==> src/rtl/fixed_p_std_div_pipe.sv <==
// Unsigned fixed-point divider: (left << FRACT_WIDTH) / right by restoring
// long division, one quotient bit per cycle, go/done handshake.
// Ports: clk, reset (async, active-low), go, left, right -> out_quotient,
//   out_remainder, overflow, div_by_zero, done (one-cycle result pulse).
module fixed_p_std_div_pipe #(
   parameter int WIDTH       = 32,
   parameter int INT_WIDTH   = 8,
   parameter int FRACT_WIDTH = 24
) (
   input  logic             clk,
   input  logic             reset,
   input  logic             go,
   input  logic [WIDTH-1:0] left,
   input  logic [WIDTH-1:0] right,
   output logic [WIDTH-1:0] out_quotient,
   output logic [WIDTH-1:0] out_remainder,
   output logic             overflow,
   output logic             div_by_zero,
   output logic             done
);

   localparam int N  = WIDTH + FRACT_WIDTH;
   localparam int CW = $clog2(N + 1);

   if (INT_WIDTH + FRACT_WIDTH != WIDTH) begin : g_bad_format
      $error("INT_WIDTH + FRACT_WIDTH must equal WIDTH");
   end

   typedef enum logic [1:0] {
      IDLE = 2'd0,
      RUN  = 2'd1,
      DONE = 2'd2
   } state_t;

   state_t state;
   state_t state_next;

   logic [N-1:0]     dividend;
   logic [WIDTH-1:0] divisor;
   logic [WIDTH:0]   rem;
   logic [N-1:0]     quo;
   logic [CW-1:0]    cnt;

   logic accept;
   logic start_dz;
   logic step;
   logic last;

   logic [WIDTH+1:0] wide;
   logic [WIDTH+1:0] diff;
   logic             q_bit;
   logic [WIDTH:0]   rem_next;
   logic [N:0]       quo_full;

   // One extra headroom bit on the trial subtraction so its sign bit is
   // the borrow: a clear sign means remainder >= divisor.
   assign wide     = {rem, dividend[N-1]};
   assign diff     = wide - {2'b00, divisor};
   assign q_bit    = ~diff[WIDTH+1];
   assign rem_next = q_bit ? diff[WIDTH:0] : wide[WIDTH:0];
   assign quo_full = {quo, q_bit};

   always_ff @(posedge clk or negedge reset) begin
      if (!reset) begin
         state <= IDLE;
      end else begin
         state <= state_next;
      end
   end

   always_comb begin
      state_next = state;
      accept     = 1'b0;
      start_dz   = 1'b0;
      step       = 1'b0;
      last       = 1'b0;
      unique case (state)
         IDLE: begin
            if (go) begin
               if (right != '0) begin
                  accept     = 1'b1;
                  state_next = RUN;
               end else begin
                  start_dz   = 1'b1;
                  state_next = DONE;
               end
            end
         end
         RUN: begin
            step = 1'b1;
            if (cnt == CW'(N - 1)) begin
               last       = 1'b1;
               state_next = DONE;
            end
         end
         DONE: begin
            state_next = IDLE;
         end
         default: begin
            state_next = IDLE;
         end
      endcase
   end

   always_ff @(posedge clk or negedge reset) begin
      if (!reset) begin
         dividend <= '0;
         divisor  <= '0;
         rem      <= '0;
         quo      <= '0;
         cnt      <= '0;
      end else if (accept) begin
         dividend <= {left, {FRACT_WIDTH{1'b0}}};
         divisor  <= right;
         rem      <= '0;
         quo      <= '0;
         cnt      <= '0;
      end else if (step) begin
         dividend <= {dividend[N-2:0], 1'b0};
         rem      <= rem_next;
         quo      <= quo_full[N-1:0];
         cnt      <= cnt + CW'(1);
      end
   end

   // Results are registered on the edge that enters DONE, so they are
   // visible in the same cycle as the done pulse and hold until the next.
   always_ff @(posedge clk or negedge reset) begin
      if (!reset) begin
         out_quotient  <= '0;
         out_remainder <= '0;
         overflow      <= 1'b0;
         div_by_zero   <= 1'b0;
         done          <= 1'b0;
      end else begin
         done <= last | start_dz;
         if (last) begin
            out_quotient  <= quo_full[WIDTH-1:0];
            out_remainder <= rem_next[WIDTH-1:0];
            // Bit N of quo_full is always zero here; folding it in is harmless.
            overflow      <= |quo_full[N:WIDTH];
            div_by_zero   <= 1'b0;
         end else if (start_dz) begin
            out_quotient  <= '1;
            out_remainder <= left;
            overflow      <= 1'b0;
            div_by_zero   <= 1'b1;
         end
      end
   end

endmodule

==> config.mk <==
export PLATFORM = sky130hd
export DESIGN_NAME = fixed_p_std_div_pipe
export DESIGN_NICKNAME = d
export VERILOG_FILES = /design/src/rtl/fixed_p_std_div_pipe.sv
export SDC_FILE = /design/constraint.sdc
export NUM_CORES = 1
export LEC_CHECK = 0
export CORE_UTILIZATION = 45
export DETAILED_ROUTE_END_ITERATION = 12
export DONT_BUFFER_PORTS = 1
export PLACE_DENSITY_LB_ADDON = 0.25
export RECOVER_POWER = 100
export SLEW_MARGIN = 40
export SYNTH_ARGS = -nofsm -noshare
export SYNTH_HDL_FRONTEND = slang
export SYNTH_SLANG_ARGS = --single-unit
==> constraint.sdc <==
create_clock -name clk -period 2.3 [get_ports clk]
set_input_delay 0.575 -clock clk [delete_from_list [all_inputs] [get_ports clk]]
set_output_delay 0.575 -clock clk [all_outputs]
set_load 0.02 [all_outputs]
## Yosys cells after proc, flatten, opt, wreduce, memory -nomap -nowiden

Index checks and enable logic that the tools add are counted.

- Word-level logic and storage cells: 55
- Input bits: 67
- Output and inout bits: 67
- Bits in registers: 252

- Reduce and logical (&&, ||, !) cells: 6
- Bitwise operators: 2
- Multiplexer cells: 30
- Equality and inequality tests: 4
- Add/subtract/negate cells: 2

Operators with widths:

| kind | number |
|---|---|
| $mux W56 | 4 |
| $mux W32 | 4 |
| $mux W33 | 3 |
| $sub A34 B32 Y34 | 1 |
| $reduce_bool A32 Y1 | 1 |
| $reduce_or A25 Y1 | 1 |
| $mux W1 | 13 |
| $mux W6 | 2 |
| $add A6 B1 Y6 const B | 1 |
| $eq A6 B6 Y1 const B | 1 |
| $mux W2 | 3 |
| $ne A2 B2 Y1 const B | 2 |
| $pmux W2 S2 | 1 |
| $reduce_bool A2 Y1 | 2 |
| $eq A2 B1 Y1 const B | 1 |
| $logic_not A2 Y1 | 1 |
| $reduce_and A2 Y1 | 1 |
| $not A1 Y1 | 1 |
| $or A1 B1 Y1 | 1 |

## Logic depth before layout (Yosys ltp)

Gate-level depths: netlist (run 1).

- Depth after elaboration: 6
- Gate-level depth with buffers: 12
- Gate-level depth less buffers: 12

## Least setup slack after synthesis (run 1)

No wires, ideal clock.

- Path kind: register to register
- Start: register dividend[55]
- End: register out_remainder[26]
- Path buffers: 0
- Path slack: -0.244 ns
- Required time: 2.163 ns
- Library setup time: 0.137 ns
- Arrival time: 2.407 ns
- Cell stages (with the launch flop): 13
- Period minus slack after synthesis: 2.544 ns
- Path through: dfrtp_1 -> inv_1 -> ha_1 -> inv_1 -> fa_1 -> a211oi_1 -> o211ai_1 -> a21oi_1 -> o21ai_1 -> a31o_2 -> and3_1 -> mux2i_1 -> a21oi_1

- Cells in the longest elaborated chain, start to end: 3

RTL lines:

| element | line | source |
|---|---|---|
| start: declaration | 38 | `logic [N-1:0] dividend;` |
| start signal: assignment | 113 | `dividend <= {left, {FRACT_WIDTH{1'b0}}};` |
| start signal: assignment | 119 | `dividend <= {dividend[N-2:0], 1'b0};` |
| $sub A34 B32 Y34 | 58 | `assign diff = wide - {2'b00, divisor};` |
| $mux W33 | 60 | `assign rem_next = q_bit ? diff[WIDTH:0] : wide[WIDTH:0];` |
| $mux W32 | 137 | `if (last) begin` |
| end signal: assignment | 139 | `out_remainder <= rem_next[WIDTH-1:0];` |
| end signal: assignment | 145 | `out_remainder <= left;` |
| end: declaration | 16 | `output logic [WIDTH-1:0] out_remainder,` |

Every way passes these cells.
A chain may end at the register's enable or synchronous reset.

## Worst setup path after layout (run 1)

- Start: register rem[8]
- End: register rem[7]

- Cells in the longest elaborated chain, start to end: 4

RTL lines:

| element | line | source |
|---|---|---|
| start: declaration | 40 | `logic [WIDTH:0] rem;` |
| start signal: assignment | 120 | `rem <= rem_next;` |
| $sub A34 B32 Y34 | 58 |  |
| $mux W33 | 60 |  |
| $mux W33 | 118 | `end else if (step) begin` |
| $mux W33 | 112 | `end else if (accept) begin` |

Every way passes these cells. The select of a mux whose other input is x is not followed.

==> results of run 1 <==
## synth_stat cells (2+ instances only)
| cell type | number | area, sq um |
|---|---|---|
| a211o_1 | 2 | 17.5 |
| a211oi_1 | 11 | 82.6 |
| a21o_1 | 10 | 75.1 |
| a21oi_1 | 70 | 350 |
| a21oi_2 | 3 | 26.3 |
| a221oi_1 | 2 | 17.5 |
| a22oi_1 | 31 | 233 |
| a311oi_1 | 3 | 26.3 |
| a31oi_1 | 3 | 18.8 |
| and3_1 | 31 | 194 |
| buf_1 | 2 | 7.51 |
| buf_2 | 9 | 45.0 |
| buf_6 | 2 | 22.5 |
| clkbuf_1 | 64 | 240 |
| dfrtp_1 | 228 | 5710 |
| ha_1 | 33 | 413 |
| inv_1 | 44 | 165 |
| mux2_2 | 2 | 22.5 |
| mux2i_1 | 31 | 310 |
| nand2_1 | 388 | 1460 |
| nand2b_1 | 3 | 18.8 |
| nand3_1 | 28 | 140 |
| nand3b_1 | 2 | 15.0 |
| nand4_1 | 8 | 50.1 |
| nor2_1 | 39 | 146 |
| nor2b_1 | 5 | 31.3 |
| nor3_1 | 10 | 50.1 |
| nor3_2 | 2 | 20.0 |
| nor4_1 | 18 | 113 |
| o2111ai_1 | 2 | 17.5 |
| o211a_1 | 2 | 20.0 |
| o211ai_1 | 5 | 37.5 |
| o21a_1 | 3 | 22.5 |
| o21ai_0 | 145 | 726 |
| o21ai_1 | 29 | 145 |
| o21ba_2 | 2 | 20.0 |
| o21bai_1 | 6 | 45.0 |
| o22ai_1 | 4 | 25.0 |
| o311ai_0 | 2 | 17.5 |
| xnor2_1 | 18 | 158 |
| xor2_1 | 10 | 87.6 |
## per-layer routing
| metal | up-vias | routed length (microns) |
|---|---|---|
| met5 | - | 0 |
| met4 | 0 | 1600 |
| met3 | 80 | 2080 |
| met2 | 265 | 16300 |
| met1 | 4937 | 14000 |
| li1 | 4893 | - |
## sequential cells by signal, summed over array words and instances (netlist names), 2 cells and up
| signal | flops |
|---|---|
| cnt | 6 |
| rem | 33 |
| quo | 56 |
| divisor | 32 |
| out_quotient | 32 |
| state | 2 |
| out_remainder | 32 |
| dividend | 32 |
## cell type report
cell class                      instances  share of cell area (%)
Clock buffer                           32                    4.58
Clock inverter                         14                    1.23
Inverter                               44                    1.11
Multi-Input combinational cell        986                    40.6
Sequential cell                       228                    38.4
Tap cell                              330                    2.77
Timing Repair Buffer                  201                    11.4
## what timing repair did
| item | 4_1_cts | 5_1_grt |
|---|---|---|
| cloned | 1 | 1 |
| pin swaps | 12 | 18 |
| resized for setup | 78 | 36 |
| endpoints found under the hold margin | 228 | 228 |
| setup endpoints to repair | 67 | 94 |
| setup buffers | 8 | 5 |
## metrics by stage
step / utilization (%) / setup slack [ns]
global route: 58.9 / -0.520
CTS: 58.4 / -0.339
finish: 58.9 / -0.385
floorplan: - / -0.0852
detailed placement: 53.1 / -0.427
global placement: 53.1 / -0.378
## worst max-delay path: cells and delay by family, from the launching register on
family	cells	cell delay, ns
buf+inv	3	0.48
mux	1	0.19
compound gates	6	1.04
flops	1	0.40
fa+ha+maj	1	0.31
simple gates	1	0.18
## kinds of logic (layout without fill, tap and decap cells)
| logic type | count (synthesis) | after routing | share of synthesized area, % |
|---|---|---|---|
| AOI/OAI and AO/OA | 345 | 345 | 17.5 |
| xor gates and xnor gates | 28 | 28 | 2.12 |
| muxes | 34 | 34 | 3.00 |
| and+or+nand+nor | 544 | 545 | 20.0 |
| buffers and inverters | 124 | 291 | 4.38 |
| adders and majority gates | 34 | 34 | 3.73 |
| DFF | 228 | 228 | 49.2 |
## layout by cell type (no fill, tap or decap), types with 18 or more instances in the layout
cell	count
ha_1	23
nand2_1	386
a21oi_1	55
a22oi_1	31
clkbuf_16	25
inv_1	40
nand3_1	27
nor4_1	18
and3_1	30
o21ai_0	138
buf_4	168
nor2_1	39
o21ai_1	33
dfrtp_1	226
## worst paths after layout
kind	end	cells after the start
setup / recovery	rem[7]	12
hold reg to reg	dividend[52]	2
max in group asynchronous	rem[27]	0
hold / removal	out_remainder[18]	0
setup reg to reg	rem[7]	12
min in group clk	dividend[24]	2
==> metrics.md, run 1 <==
| Metric | Value |
|---|---|
| Worst-Margin Slew | `0.883 ns` |
| Largest net degree at the start of global routing | `229` |
| Hold crit path type | `primary input to asynchronous set/reset pin` |
| Std-Cell Core Area | `0.0253 sq mm` |
| GR Overflow Total | `0` |
| Drt drc | `0` |
| GPL Wtd Cong | `0.908` |
| Max_slew headroom | `40.9%` |
| First-pass GRT wire length | `54.1 mm` |
| Global Route Usage Sum | `26.0%` |
| Synth async-reset ratio | `100%` |
| Antenna violations before repair | `0` |
| Clk buf depth | `3` |
| Routed wire length | `34.1 mm` |
| DIE AREA | `0.0264 sq mm` |
| Syn nets | `1,438` |
| Placed instance count | `1,777` |
| Unrepaired setup endpoints after global routing | `true` |
| Status | `finished, violations left` |
| Crit path cell chain | `ha_1 > o211ai_1 > a21oi_2 > buf_4 > o2111ai_4 > a211oi_2 > a211oi_2 > nand2_4 > buf_12 > buf_16 > mux2i_4 > o21ai_1` |
| Non-Filler Instances | `1,835` |
| Primary FF master, synth | `dfrtp_1` |
| Critical path type | `register to register` |
| Worst path arrival time | `3.13 ns` |
| CTS Sinks | `228` |
| Reg-to-reg slack, setup | `-0.39 ns` |
| Synthesis-stage register bit count | `228` |
| Fin crit share | `117%` |
| CP max-delay cell | `dfrtp_1` |
| Fin area | `0.0149 sq mm` |
| Total Nets Final | `1,587` |
| Final Max Slew Viols | `0` |
| Syn Std Cell Area | `0.0116 sq mm` |
| Multi-input logic area | `0.00604 sq mm` |
| Post-synthesis cell type count | `66` |
| EDFF count, synth | `0` |
| Vias per Instance | `5.54` |
| Hold WS | `-0.250 ns` |
| Critical path startpoint | `rem[8]` |
| Row Count | `58` |
| Layout cells sized above 1 | `22.6%` |
| Final setup fails | `67` |
| Worst R2R Start | `rem[8]` |
| Initial drt markers | `770` |
| Root Driver | `clkbuf_16` |
| Die width | `162 microns` |
| YS warnings | `0` |
| Worst Path Required | `2.74 ns` |
| Register Area | `0.00571 sq mm` |
| Seq/Total Area, Yosys | `49.2%` |
| Period minus WS final | `2.69 ns` |
| Setup ws final | `-0.385 ns` |
| Max stage delay on crit path | `0.40 ns` |
| Initial Util | `45.9%` |
| Wire length per cell | `18.6 microns` |
| Number of inserted diodes | `0` |
| CTS tree | `yes` |
| Syn_area_per_cell | `8.67 sq um` |
| Startpoint Class | `register` |
| Pre-Repair DR Iteration Count | `5` |
| Post-DP HPWL | `23.1 mm` |
| Final Hold Vio Count | `228` |
| Routed Antenna Nets | `0` |
| Area grow syn2layout | `28.4%` |
| Via count | `10,175` |
| Vert. Die Dim | `162 microns` |
| Placement Cell Area | `0.0134 sq mm` |
| FMAX | `372 MHz` |
| Post-Syn Instances | `1,337` |
| Most Used Layer, Global Route | `met2` |
| Critical-path maximum fanout | `7` |
| Met3 usage | `5.37%` |
| Total negative slack | `-19.50 ns` |
| Htree depth | `1` |
| Met2 GRT Util | `43.9%` |
| Crit end category | `register` |
| # IOs | `134` |
| GR Util met1 | `32.4%` |
| Max Cap Viol | `0` |
| Fillers | `2,200` |
| Clock latency on the worst-skew pair | `0.53 ns` |
| Setup Skew | `0.0118 ns` |
| Vias in the first global route | `10,397` |
| CP dominant cell by count | `a211oi_2` |
| Num CTS Buffers | `25` |
| Failing checks | `negative hold slack, negative setup slack` |
| Port bufs | `0` |
| Clk slew on worst S/H paths | `0.06 ns` |
Power of run 1 is left out: the tool's default activity adds up to more than one toggle a clock period on the data nets, which glitch-free logic cannot reach.
==> run 2: changes to the inputs <==
Clock period 2.3 ns to 3.2 ns, I/O delays scaled along.
==> metrics.md, run 2 (synthesis results as in run 1) <==
| Metric | Value |
|---|---|
| Die width | `162 microns (unchanged)` |
| Clk slew on worst S/H paths | `0.07 ns (about the same)` |
| Total Nets Final | `1,412 (-11%)` |
| Htree depth | `1 (unchanged)` |
| Clock latency on the worst-skew pair | `0.53 ns (about the same)` |
| Power Total | `17.0 mW` |
| Reg-to-reg slack, setup | `0.16 ns (+0.54 ns)` |
| Worst vdd ir | `0.000617 V` |
| Final setup fails | `0 (-100%)` |
| Multi-input logic area | `0.00542 sq mm (-10%)` |
| Post-DP HPWL | `20.5 mm (-12%)` |
| Register Area | `0.00571 sq mm (about the same)` |
| Vert. Die Dim | `162 microns (unchanged)` |
| Fin area | `0.0127 sq mm (-15%)` |
| Std-Cell Core Area | `0.0253 sq mm (unchanged)` |
| CTS Sinks | `228 (unchanged)` |
| Row Count | `58 (unchanged)` |
| Setup ws final | `0.156 ns (+0.541 ns)` |
| Net Sw Power | `7.68 mW` |
| Clk buf depth | `3 (unchanged)` |
| Initial Util | `45.9% (unchanged)` |
| GR Overflow Total | `0 (unchanged)` |
| Antenna violations before repair | `0 (unchanged)` |
| Status | `finished, violations left` |
| Fin crit share | `95.1% (-22 points)` |
| Critical-path maximum fanout | `16 (+9)` |
| Worst R2R Start | `divisor[3]` |
| Setup repair bufs after CTS | `0 (-8)` |
| Max_slew headroom | `27.4% (-14 points)` |
| Failing checks | `negative hold slack` |
| Hold WS | `-0.0146 ns (+0.236 ns)` |
| # IOs | `134 (unchanged)` |
| Vias per Instance | `5.66 (+2.1%)` |
| Number of inserted diodes | `0 (unchanged)` |
| DIE AREA | `0.0264 sq mm (unchanged)` |
| Sw frac | `45.2%` |
| Final Max Slew Viols | `0 (unchanged)` |
| Fin util | `50.3% (-8.6 points)` |
| Final Hold Vio Count | `16 (-93%)` |
| Layout cells sized above 1 | `6.55% (-16 points)` |
| CTS tree | `yes` |
| Routed wire length | `30.5 mm (-11%)` |
| Placement Cell Area | `0.0120 sq mm (-11%)` |
| Pre-Repair DR Iteration Count | `5 (unchanged)` |
| Wire length per cell | `18.4 microns (-0.95%)` |
| Port bufs | `0 (unchanged)` |
| Non-Filler Instances | `1,658 (-9.6%)` |
| Total power divided by cell area | `1340 mW/mm^2` |
| Critical path type | `register to register` |
| Critical register-to-register path endpoint | `out_remainder[13]` |
| Worst path arrival time | `3.42 ns (+0.29 ns)` |
| Max Cap Viol | `0 (unchanged)` |
| Most common cell after layout, fill and taps aside | `nand2_1` |
| Top Registers | `quo: 56 flops, rem: 33 flops` |
| Pre-CTS WS | `0.159 ns (+0.586 ns)` |
| Vias in the first global route | `9,235 (-11%)` |
| Area grow syn2layout | `9.69%` |
| Leak | `5.61 nW` |
| Most frequent cells in the layout | `nand2_1 (388), dfrtp_1 (228), o21ai_0 (165)` |
| Largest register FFs | `56 (unchanged)` |
| Logic pwr share | `49.9%` |
| Root Driver | `clkbuf_16` |
| R2r worst-path depth | `11 (-1)` |
| Fillers | `2,423 (+10%)` |
| Initial drt markers | `772 (+0.26%)` |
| Reg with most FFs | `quo` |
| Seq pwr share | `33.2%` |
| Largest net degree at the start of global routing | `229 (unchanged)` |
| Crit end category | `register` |
| Drt drc | `0 (unchanged)` |
| Setup Skew | `0.0122 ns (+0.000346 ns)` |
| First-pass GRT wire length | `49.5 mm (-8.4%)` |
| FMAX | `328 MHz (-12%)` |
| Via count | `9,389 (-7.7%)` |
| Routed Antenna Nets | `0 (unchanged)` |
| Global Route Usage Sum | `23.5% (-2.5 points)` |
| Num CTS Buffers | `26 (+4.0%)` |
| GPL Wtd Cong | `0.939 (+3.5%)` |
| Worst Path Required | `3.58 ns (+0.84 ns)` |
| Startpoint Class | `register` |
| Hold crit path type | `primary input to asynchronous set/reset pin` |
| Placed instance count | `1,613 (-9.2%)` |
| Worst-Margin Slew | `1.09 ns (+0.204 ns)` |
| Unrepaired setup endpoints after global routing | `false` |
| Clock power share | `16.9%` |
| Pint | `9.30 mW` |
| Total negative slack | `0 ns (+19.50 ns)` |
| Period minus WS final | `3.04 ns (+0.359 ns)` |
==> run 2: how the worst max path moves through the flow <==
stage | start | to | slack, ns | cells past startpoint
after floorplan | dividend[55] | out_remainder[26] | 0.66 | 12
after global placement | rem[0] | rem[22] | 0.24 | 10
after detailed placement | dividend[55] | out_remainder[26] | 0.16 | 12
after CTS | dividend[55] | out_remainder[26] | 0.14 | 12
after global routing | dividend[55] | out_remainder[16] | 0.009 | 12
final | divisor[3] | out_remainder[13] | 0.16 | 11
==> run 2: worst max-delay path, stage by stage (launching register included) <==
cell and delay (ns):
dfrtp_1 0.36, inv_1 0.13, ha_1 0.31, a21o_1 0.18
a21oi_1 0.23, a211o_1 0.30, a211oi_1 0.13, a211oi_2 0.38
nand2_8 0.22, buf_4 0.24, mux2i_1 0.30, a21oi_1 0.12
==> run 2: power groups by stage <==
stage / combinational [mW] / clock [mW] / sequential [mW]
6_report: 8.47 / 2.87 / 5.65
5_1_grt: 9.44 / 3.05 / 5.82
4_1_cts: 8.53 / 2.93 / 5.66
3_5_place_dp: 8.48 / 0 / 5.68
3_3_place_gp: 8.32 / 0 / 5.66
2_1_floorplan: 6.59 / 0 / 5.37
==> run 2: area by class of cell <==
class	instances	area share, %
Clock buffer	31	5.67
Timing Repair Buffer	26	1.44
Clock inverter	14	0.836
Tap cell	330	3.25
Multi-Input combinational cell	985	42.6
Inverter	44	1.30
Sequential cell	228	44.9
==> run 2: metal layers <==
metal | part of all wire, % | wire length [microns] | vias to the layer above | GRT usage [%]
met1 | 46 | 14000 | 4570 | 32.3
met2 | 46 | 13900 | 244 | 37.2
met5 | 0 | 0 | - | 0
li1 | - | - | 4533 | -
met3 | 6.3 | 1930 | 42 | 5.22
met4 | 2.0 | 619 | 0 | 6.56
==> run 2: what timing repair did <==
item,in CTS,in global routing
endpoints found under the setup margin,0,11
resized for setup,0,4
endpoints found under the hold margin,228,176
Note: power is estimated with default switching activity, not from simulation.
